**config.mk**
```make
export PLATFORM = sky130hd
export DESIGN_NAME = mem_port_arbiter
export DESIGN_NICKNAME = d
export VERILOG_FILES = /design/src/rtl/mem_arb_pkg.sv /design/src/rtl/rr_picker.sv /design/src/rtl/mem_port_arbiter.sv
export SDC_FILE = /design/constraint.sdc
export NUM_CORES = 1
export LEC_CHECK = 0
export CELL_PAD_IN_SITES_DETAIL_PLACEMENT = 1
export CELL_PAD_IN_SITES_GLOBAL_PLACEMENT = 1
export CORE_ASPECT_RATIO = 0.6
export CORE_MARGIN = 3
export CORE_UTILIZATION = 31
export CTS_CLUSTER_SIZE = 30
export DETAILED_ROUTE_END_ITERATION = 16
export PLACE_DENSITY = 0.9
export SYNTH_ARGS = -nofsm -noshare
export SYNTH_HDL_FRONTEND = slang
export SYNTH_SLANG_ARGS = --single-unit
```
**constraint.sdc**
```tcl
create_clock -name clk -period 5.15 [get_ports clk]
set_input_delay 0.515 -clock clk [delete_from_list [all_inputs] [get_ports clk]]
set_output_delay 0.515 -clock clk [all_outputs]
set_load 0.05 [all_outputs]
```
**src/rtl/mem_arb_pkg.sv**
```systemverilog
// ---------------------------------------------------------------------------
// mem_arb_pkg
// Shared definitions for the asyncMem port arbiter:
//   - arb_state_t : 2-bit FSM state encoding (IDLE / ACCESS / DONE)
//   - DEF_AW/DEF_DW : default address and data widths of the memory
//   - MAX_NREQ : largest supported requester count
//   - idx_to_onehot() : requester index to one-hot requester mask
// ---------------------------------------------------------------------------
package mem_arb_pkg;

  localparam int DEF_AW   = 8;
  localparam int DEF_DW   = 8;
  localparam int MAX_NREQ = 4;

  typedef enum logic [1:0] {
    ST_IDLE   = 2'd0,
    ST_ACCESS = 2'd1,
    ST_DONE   = 2'd2
  } arb_state_t;

  // Returns a MAX_NREQ-wide mask; callers size-cast it down to NREQ bits.
  function automatic logic [MAX_NREQ-1:0] idx_to_onehot(input logic [1:0] idx);
    return MAX_NREQ'(1) << idx;
  endfunction

endpackage : mem_arb_pkg

```
**src/rtl/rr_picker.sv**
```systemverilog
// ---------------------------------------------------------------------------
// rr_picker
// Combinational round-robin search. Starting at i_ptr and walking upwards
// with wrap-around, reports the first requester whose request bit is set.
//   i_req   : request vector, one bit per requester
//   i_ptr   : index with highest priority this round
//   o_idx   : winning requester index (0 when o_valid is low)
//   o_valid : at least one request is pending
// ---------------------------------------------------------------------------
module rr_picker #(
  parameter int NREQ = 3,
  parameter int PW   = $clog2(NREQ)
) (
  input  logic [NREQ-1:0] i_req,
  input  logic [PW-1:0]   i_ptr,
  output logic [PW-1:0]   o_idx,
  output logic            o_valid
);

  int          w_cand;
  logic [PW-1:0] w_cand_idx;

  always_comb begin
    // NOTE: every variable assigned in a combinational block gets a default
    // first, so no path leaves it unassigned and no latch is inferred.
    o_idx      = '0;
    o_valid    = 1'b0;
    w_cand     = 0;
    w_cand_idx = '0;
    for (int k = 0; k < NREQ; k++) begin
      // ptr + k is below 2*NREQ, so one conditional subtract is the modulo.
      w_cand = int'(i_ptr) + k;
      if (w_cand >= NREQ) begin
        w_cand = w_cand - NREQ;
      end
      w_cand_idx = PW'(w_cand);
      if (!o_valid && i_req[w_cand_idx]) begin
        o_valid = 1'b1;
        o_idx   = w_cand_idx;
      end
    end
  end

endmodule : rr_picker

```
**src/rtl/mem_port_arbiter.sv**
```systemverilog
// ---------------------------------------------------------------------------
// mem_port_arbiter
// Shares the single asynchronous port of asyncMem between NREQ requesters
// with round-robin arbitration. Each granted request gets one ACCESS cycle
// on the memory pins and a one-cycle acknowledge (DONE) carrying read data.
//
// Ports
//   clk           : system clock, rising-edge active
//   reset         : asynchronous active-low reset
//   req           : per-requester access request (level)
//   req_we        : per-requester write (1) / read (0)
//   req_addr      : packed addresses, requester i at [i*AW +: AW]
//   req_wdata     : packed write data, same packing
//   gnt           : one-hot grant, high during the ACCESS cycle
//   ack           : one-hot completion, high during the DONE cycle
//   rdata         : read data, valid while ack is high
//   busy          : arbiter is not IDLE
//   mem_address   : memory address pin
//   mem_data_in   : memory write data pin
//   mem_write_en  : memory write enable pin
//   mem_data_out  : memory read data pin
// ---------------------------------------------------------------------------
module mem_port_arbiter
  import mem_arb_pkg::*;
#(
  parameter int NREQ = 3,
  parameter int AW   = DEF_AW,
  parameter int DW   = DEF_DW
) (
  input  logic              clk,
  input  logic              reset,
  input  logic [NREQ-1:0]   req,
  input  logic [NREQ-1:0]   req_we,
  input  logic [NREQ*AW-1:0] req_addr,
  input  logic [NREQ*DW-1:0] req_wdata,
  output logic [NREQ-1:0]   gnt,
  output logic [NREQ-1:0]   ack,
  output logic [DW-1:0]     rdata,
  output logic              busy,
  output logic [AW-1:0]     mem_address,
  output logic [DW-1:0]     mem_data_in,
  output logic              mem_write_en,
  input  logic [DW-1:0]     mem_data_out
);

  localparam int PW = $clog2(NREQ);

  // State, pointer and winner latch
  arb_state_t    r_state;
  arb_state_t    w_state_nxt;
  logic [PW-1:0] r_ptr;
  logic [PW-1:0] r_idx;

  // Registered outputs; the mem_* registers double as the latched
  // address / write data / write enable of the granted request.
  logic [NREQ-1:0] r_gnt;
  logic [NREQ-1:0] r_ack;
  logic [DW-1:0]   r_rdata;
  logic [AW-1:0]   r_mem_addr;
  logic [DW-1:0]   r_mem_din;
  logic            r_mem_we;

  // Next values of the registered outputs
  logic [NREQ-1:0] w_gnt_nxt;
  logic [NREQ-1:0] w_ack_nxt;
  logic [DW-1:0]   w_rdata_nxt;
  logic [AW-1:0]   w_mem_addr_nxt;
  logic [DW-1:0]   w_mem_din_nxt;
  logic            w_mem_we_nxt;

  // Arbitration
  logic [PW-1:0] w_pick_idx;
  logic          w_pick_valid;
  logic          w_take;
  logic [PW-1:0] w_ptr_after;

  rr_picker #(
    .NREQ (NREQ),
    .PW   (PW)
  ) u_rr_picker (
    .i_req   (req),
    .i_ptr   (r_ptr),
    .o_idx   (w_pick_idx),
    .o_valid (w_pick_valid)
  );

  // Requests are only looked at in IDLE and DONE; ACCESS ignores them.
  assign w_take = w_pick_valid && ((r_state == ST_IDLE) || (r_state == ST_DONE));

  // Priority moves to the requester just after the winner.
  assign w_ptr_after = (int'(w_pick_idx) == NREQ - 1) ? '0 : w_pick_idx + PW'(1);

  // -------------------------------------------------------------------------
  // State register (with round-robin pointer and winner index)
  // -------------------------------------------------------------------------
  always_ff @(posedge clk or negedge reset) begin
    if (!reset) begin
      r_state <= ST_IDLE;
      r_ptr   <= '0;
      r_idx   <= '0;
    end else begin
      // NOTE: sequential state uses non-blocking assignments so every
      // register samples the pre-edge values, independent of statement order.
      r_state <= w_state_nxt;
      if (w_take) begin
        r_ptr <= w_ptr_after;
        r_idx <= w_pick_idx;
      end
    end
  end

  // -------------------------------------------------------------------------
  // Next-state logic
  // -------------------------------------------------------------------------
  always_comb begin
    w_state_nxt = ST_IDLE;
    unique case (r_state)
      ST_IDLE:   w_state_nxt = w_pick_valid ? ST_ACCESS : ST_IDLE;
      ST_ACCESS: w_state_nxt = ST_DONE;
      ST_DONE:   w_state_nxt = w_pick_valid ? ST_ACCESS : ST_IDLE;
      default:   w_state_nxt = ST_IDLE;
    endcase
  end

  // -------------------------------------------------------------------------
  // Output logic: next values for the output registers. Everything defaults
  // to zero so the memory pins sit at 0 outside ACCESS and gnt/ack are
  // single-cycle pulses; rdata defaults to holding its value.
  // -------------------------------------------------------------------------
  always_comb begin
    w_gnt_nxt      = '0;
    w_ack_nxt      = '0;
    w_rdata_nxt    = r_rdata;
    w_mem_addr_nxt = '0;
    w_mem_din_nxt  = '0;
    w_mem_we_nxt   = 1'b0;

    // Entering ACCESS: present the winner's request on the memory pins.
    if (w_take) begin
      w_gnt_nxt      = NREQ'(idx_to_onehot(2'(w_pick_idx)));
      w_mem_addr_nxt = req_addr[w_pick_idx*AW +: AW];
      w_mem_din_nxt  = req_wdata[w_pick_idx*DW +: DW];
      w_mem_we_nxt   = req_we[w_pick_idx];
    end

    // Leaving ACCESS: acknowledge, and capture read data from the memory
    // while the address is still applied.
    if (r_state == ST_ACCESS) begin
      w_ack_nxt = NREQ'(idx_to_onehot(2'(r_idx)));
      if (!r_mem_we) begin
        w_rdata_nxt = mem_data_out;
      end
    end
  end

  // -------------------------------------------------------------------------
  // Output registers: all memory pins come straight from flops, so the
  // asynchronous memory never sees a combinational glitch on write enable.
  // -------------------------------------------------------------------------
  always_ff @(posedge clk or negedge reset) begin
    if (!reset) begin
      r_gnt      <= '0;
      r_ack      <= '0;
      r_rdata    <= '0;
      r_mem_addr <= '0;
      r_mem_din  <= '0;
      r_mem_we   <= 1'b0;
    end else begin
      r_gnt      <= w_gnt_nxt;
      r_ack      <= w_ack_nxt;
      r_rdata    <= w_rdata_nxt;
      r_mem_addr <= w_mem_addr_nxt;
      r_mem_din  <= w_mem_din_nxt;
      r_mem_we   <= w_mem_we_nxt;
    end
  end

  assign gnt          = r_gnt;
  assign ack          = r_ack;
  assign rdata        = r_rdata;
  assign busy         = (r_state != ST_IDLE);
  assign mem_address  = r_mem_addr;
  assign mem_data_in  = r_mem_din;
  assign mem_write_en = r_mem_we;

endmodule : mem_port_arbiter

```
==> flow_summary.ini, run 1 <==
[worst_hold_path]
min_path_type = primary input to async pin

[sta]
final-setup-viol-count = 0
max_freq_mhz = 340.6
fin_ws_ns = 2.214
drv_slew = 0
final_hold_viol_count = 0
fin_setup_tns_ns = 0
fin_crit_sh = 0.5701
finalCriticalPeriod_ns = 2.936
relSlewSlack = 0.1741
finalClockSkew_ns = 0.003715
tightest_slew_ns = 1.239
grt_setup_unrepaired = false

[clock_tree]
clk_pin_slew_ns = 0.07
clock-root-buffer = clkbuf_8
post_cts_buffers = 0
cts_max_path_buffers = 2
cts_tree = done
cts_buffers = 5
cts_hold_buf = 0
insertion_delay_ns = 0.29
ctsResizeCount = 0
h-tree-depth = 2
cts.sinks = 37

[critical_path]
crit_required_ns = 5.34
crit_buf_inv = 2
cp-start-kind = register
slowest_delay_ns = 0.97
worstPathArrival_ns = 3.12
cpLargestDelayFamily = compound AO/OA/AOI/OAI gates
crit_type = register to register
end_kind = register
crit_chain = inv_1, ha_1, inv_2, a211o_1, a21oi_1, o31a_1, nand2_1, o21a_1
critical-path-slowest-cell = o31a_1
cp_max_fo = 37

[power_and_ir_drop]
pwr-share-seq = 0.233
sw_frac_of_total = 0.4742
power_density_nw_per_um2 = 696.3
p_leak_uw = 0.001289
pwr-share-clk = 0.145
pwr-share-comb = 0.622
switching_power_uw = 970.5
power.internal_uw = 1076
ir_drop_v = 0.0002199
p_total_uw = 2047

[global_route]
grt_usage = 0.1625
grt_antenna_before_repair = 0
overflow = 0
grt_max_degree = 38
grt_first_pass_wirelength_um = 8480
grt_pass1_vias = 1689

[status]
status = completed

[synth]
async_reset_ff_frac = 1.000
syn_nets = 230
netlist_area_um2 = 1827
ys_warn_count = 0
synth_cells = 162
ys_ff_latch = 37
synth_seq_area_share = 0.5068
synth-edff-count = 0
synth-main-ff-cell = dfrtp_1
syn_area_per_cell_um2 = 11.28
ys_types = 33

[detailed_routing]
wirelength_um = 5465
via_per_inst = 4.719
vias = 1576
wl_per_cell_um = 16.36
drt_first_pass_iters = 4
first_iter_violations = 48
route.detailed.drc = 0
ant_nets = 0

[floorplanning]
num_rows = 20
io_pins = 96
die-area_um2 = 6880
start_util = 0.3411
die_h_um = 65.46
coreArea_um2 = 5355
die_w_um = 105.1

[place]
place.gp.congestion = 0.8348
hpwl_um = 4213
portBuffers = 95
pre_cts_slack_ns = 2.049

[layout]
area_growth_pct = 60.89
drive_gt1_frac = 0.1012
nNetsFinal = 324
n_antenna_cell = 0

[run]
cap_violations = 0
==> cell families (layout without fill, tap and decap cells) <==
family | count (synthesis) | count (layout) | share of synthesized area
DFF | 37 | 37 | 0.5069
AOI/OAI and AO/OA | 49 | 49 | 0.1562
adders and majority gates | 5 | 5 | 0.03356
muxes | 30 | 30 | 0.1712
buffers and inverters | 15 | 110 | 0.05342
and+or+nand+nor | 26 | 26 | 0.07877
==> metal layers <==
metal  wire length [um]  share of wire  global-route usage
met5                  0              0                   0
met4                 76          0.014             0.05892
met3                698           0.13             0.08636
met2               2495           0.46              0.2644
met1               2195           0.40              0.1832
==> final cells by class <==
class	count	area (um2)
clock inverter	3	65.06
sequential	37	925.9
multi-input combinational	110	807.0
timing repair buffer	96	953.4
fill	591	2416
tap	77	96.34
clock buffer	5	68.82
inverter	6	22.52
==> Yosys cell counts (2+ instances only) <==
cell	number	share of area
buf_2	3	0.0082
o21ai_0	13	0.036
ha_1	4	0.027
nand2_1	6	0.012
o22ai_1	2	0.0068
dfrtp_1	37	0.51
o21ai_1	7	0.019
buf_4	2	0.0082
nand3b_1	2	0.0082
mux2_2	10	0.062
nand2b_1	2	0.0068
nor3b_1	2	0.0082
a21oi_1	20	0.055
buf_6	4	0.025
mux2i_1	20	0.11
nor2_1	5	0.010
nor2b_1	3	0.010
inv_1	5	0.010
==> power by group through the flow <==
| stage | combinational, uW | clock [uW] | sequential [uW] |
|---|---|---|---|
| floorplan | 590 | 0 | 818 |
| global placement | 1240 | 0 | 476 |
| detailed placement | 1270 | 0 | 484 |
| CTS | 1280 | 308 | 480 |
| global route | 1370 | 322 | 491 |
| finish | 1270 | 297 | 477 |
==> through the flow <==
stage | hold WS, ns | cells | cell area, um2 | util
5_1_grt | 0.3573 | 334 | 2939 | 0.5488
2_1_floorplan | 0.2194 | 162 | 1827 | -
3_5_place_dp | 0.4834 | 326 | 2805 | 0.5238
3_3_place_gp | 0.4655 | 326 | 2805 | 0.5238
6_report | 0.3072 | 334 | 2939 | 0.5488
4_1_cts | 0.3260 | 334 | 2939 | 0.5488
==> path summary, 6_finish.rpt <==
check / startpoint / end / slack (ns) / cells past startpoint
min in group clk: r_idx[0] / ack[2] / 0.49 / 1
max reg2reg: r_ptr[0] / r_idx[1] / 2.21 / 8
min reg2reg: r_idx[0] / ack[2] / 0.49 / 1
max in group asynchronous: reset / mem_data_in[7] / 4.33 / 1
max: r_ptr[0] / r_idx[1] / 2.21 / 8
min: reset / rdata[7] / 0.31 / 1
==> registers in the layout, summed over array words and instances (netlist names) <==
signal	cells
r_idx	2
rdata	8
ack	3
mem_address	8
gnt	3
mem_write_en	1
mem_data_in	8
r_state	2
r_ptr	2
==> cell usage in the layout, fill, tap and decap left out, drive strengths merged, types with 5 or more instances in the layout <==
cell,instances
a21oi,21
clkbuf,5
clkdlybuf4s50,94
dfrtp,37
inv,6
mux2,10
mux2i,20
nand2,6
nor2,5
o21ai,20
(Power assumes the default switching activity.)
==> inputs of run 2 (changes only) <==
--- a/config.mk
+++ b/config.mk
@@ -9,10 +9,10 @@
 export CELL_PAD_IN_SITES_GLOBAL_PLACEMENT = 1
 export CORE_ASPECT_RATIO = 0.6
 export CORE_MARGIN = 3
-export CORE_UTILIZATION = 31
+export CORE_UTILIZATION = 29
 export CTS_CLUSTER_SIZE = 30
 export DETAILED_ROUTE_END_ITERATION = 16
-export PLACE_DENSITY = 0.9
+export PLACE_DENSITY = 0.85
 export SYNTH_ARGS = -nofsm -noshare
 export SYNTH_HDL_FRONTEND = slang
 export SYNTH_SLANG_ARGS = --single-unit
==> constraint.sdc (replaced) <==
create_clock -name clk -period 2.8 [get_ports clk]
set_input_delay 0.28 -clock clk [delete_from_list [all_inputs] [get_ports clk]]
set_output_delay 0.28 -clock clk [all_outputs]
set_load 0.05 [all_outputs]
==> run 2 against run 1 <==
Effect of this change: flip-flop and latch count stayed put; sequential share of layout area increased by 0.44 points; sequential power increased by 83%; non-clock buffer count is 1 higher; die area grew 6.4%; worst hold slack got worse by 0.23 ns; critical path type unchanged; largest power group unchanged; highest routed layer unchanged.
==> flow_summary.ini, run 2 (synthesis gave the netlist of run 1 again) <==
[place]
portBuffers = 95
place.gp.congestion = 0.7832
hpwl_um = 4105

[global_route]
grt_pass1_vias = 1683
grt_max_degree = 38
overflow = 0
grt_first_pass_wirelength_um = 8273
grt_usage = 0.1498
grt_antenna_before_repair = 0

[layout]
n_antenna_cell = 0
multiInputGateArea_um2 = 807.0
post-route-util = 0.4970
drive_gt1_frac = 0.1008
n_fill_cell = 645
layout.cells.most_common = clkdlybuf4s50_1
regArea_um2 = 925.9
nNetsFinal = 325
final_cell_mix = clkdlybuf4s50_1, dfrtp_1, mux2i_1
area_growth_pct = 58.70

[critical_path]
r2r_setup_slack_ns = 0.39
worstPathArrival_ns = 2.58
cp-start-kind = register
crit_chain = inv_1, ha_1, inv_2, a211o_1, a21oi_1, o31a_1, buf_4, nand2_1, o21a_1
crit_type = register to register
critical-path-slowest-cell = ha_1
crit_required_ns = 2.98
end_kind = register
slowest_delay_ns = 0.46
cp_max_fo = 37

[clock_tree]
clk_pin_slew_ns = 0.07
cts_buffers = 5
post_cts_buffers = 0
cts_hold_buf = 0
clock-root-buffer = clkbuf_8
cts_max_path_buffers = 2
insertion_delay_ns = 0.28
cts_tree = done
ctsResizeCount = 0
h-tree-depth = 2
cts.sinks = 37

[floorplanning]
num_rows = 21
die_w_um = 108.5
coreArea_um2 = 5833
start_util = 0.3132
io_pins = 96
die-area_um2 = 7318
die_h_um = 67.48

[detailed_routing]
wl_per_cell_um = 15.55
vias = 1599
wirelength_um = 5255
drt_first_pass_iters = 4
via_per_inst = 4.731
ant_nets = 0
route.detailed.drc = 0
first_iter_violations = 46

[status]
status = completed

[worst_hold_path]
min_path_type = primary input to async pin

[sta]
tightest_slew_ns = 0.8002
max_freq_mhz = 415.8
drv_slew = 0
finalClockSkew_ns = 0.003711
final-setup-viol-count = 0
fin_setup_tns_ns = 0
grt_setup_unrepaired = false
fin_crit_sh = 0.8590
final_hold_viol_count = 0
relSlewSlack = 0.4665
finalCriticalPeriod_ns = 2.405

[power_and_ir_drop]
power_density_nw_per_um2 = 1233
ir_drop_v = 0.0004258
p_leak_uw = 0.001270

[run]
cap_violations = 0
run 2: changes by cell type in the layout (fill, tap and decap cells not counted), sizes merged:
cell	before	now
clkinv	1	2
clkbuf	5	6
bufinv	2	0
buf	2	3
run 2: worst paths after layout:
path	from	to	cells past startpoint
min in group clk	rdata[7]	rdata[7]	1
setup / recovery	r_ptr[0]	r_idx[1]	9
hold reg to reg	rdata[7]	rdata[7]	1
max in group asynchronous	reset	r_idx[1]	1
setup reg to reg	r_ptr[0]	r_idx[1]	9
hold / removal	reset	ack[0]	1
run 2: metal layers:
metal | vias up | GRT usage | wire [um]
met5 | - | 0 | 0
met2 | 66 | 0.2315 | 2314
met4 | 0 | 0.04252 | 43
met3 | 4 | 0.06877 | 563
met1 | 759 | 0.1899 | 2333
li1 | 770 | - | -
run 2: final cells by class:
type,instances,share of cell area
Multi-Input combinational cell,110,0.2784
Sequential cell,37,0.3194
Inverter,6,0.007769
Clock buffer,6,0.02503
Timing Repair Buffer,97,0.3315
Tap cell,80,0.03453
Clock inverter,2,0.003453
run 2: report_power, final:
group	switching [uW]	internal [uW]
Combinational	1480	868
Sequential	104	769
Clock	185	173
run 2: critical path: cells and delay by family, from the launching register on:
family,cells,cell delay [ns]
buffers and inverters,3,0.53
flip-flops,1,0.40
AND/OR/NAND/NOR,1,0.16
AO/OA/AOI/OAI,4,0.73
adder cells (fa/ha/maj),1,0.46
run 2: per-stage QoR:
step	hold WS (ns)	setup slack [ns]	power [uW]	cell area (um2)	std cells
floorplan	-0.01559	0.8225	2589	1827	162
global placement	0.4073	0.5705	3168	2816	330
detailed placement	0.4178	0.4458	3249	2816	330
CTS	0.1032	0.4237	3621	2899	338
global route	0.1433	0.2262	3830	2899	338
finish	0.07934	0.3949	3576	2899	338
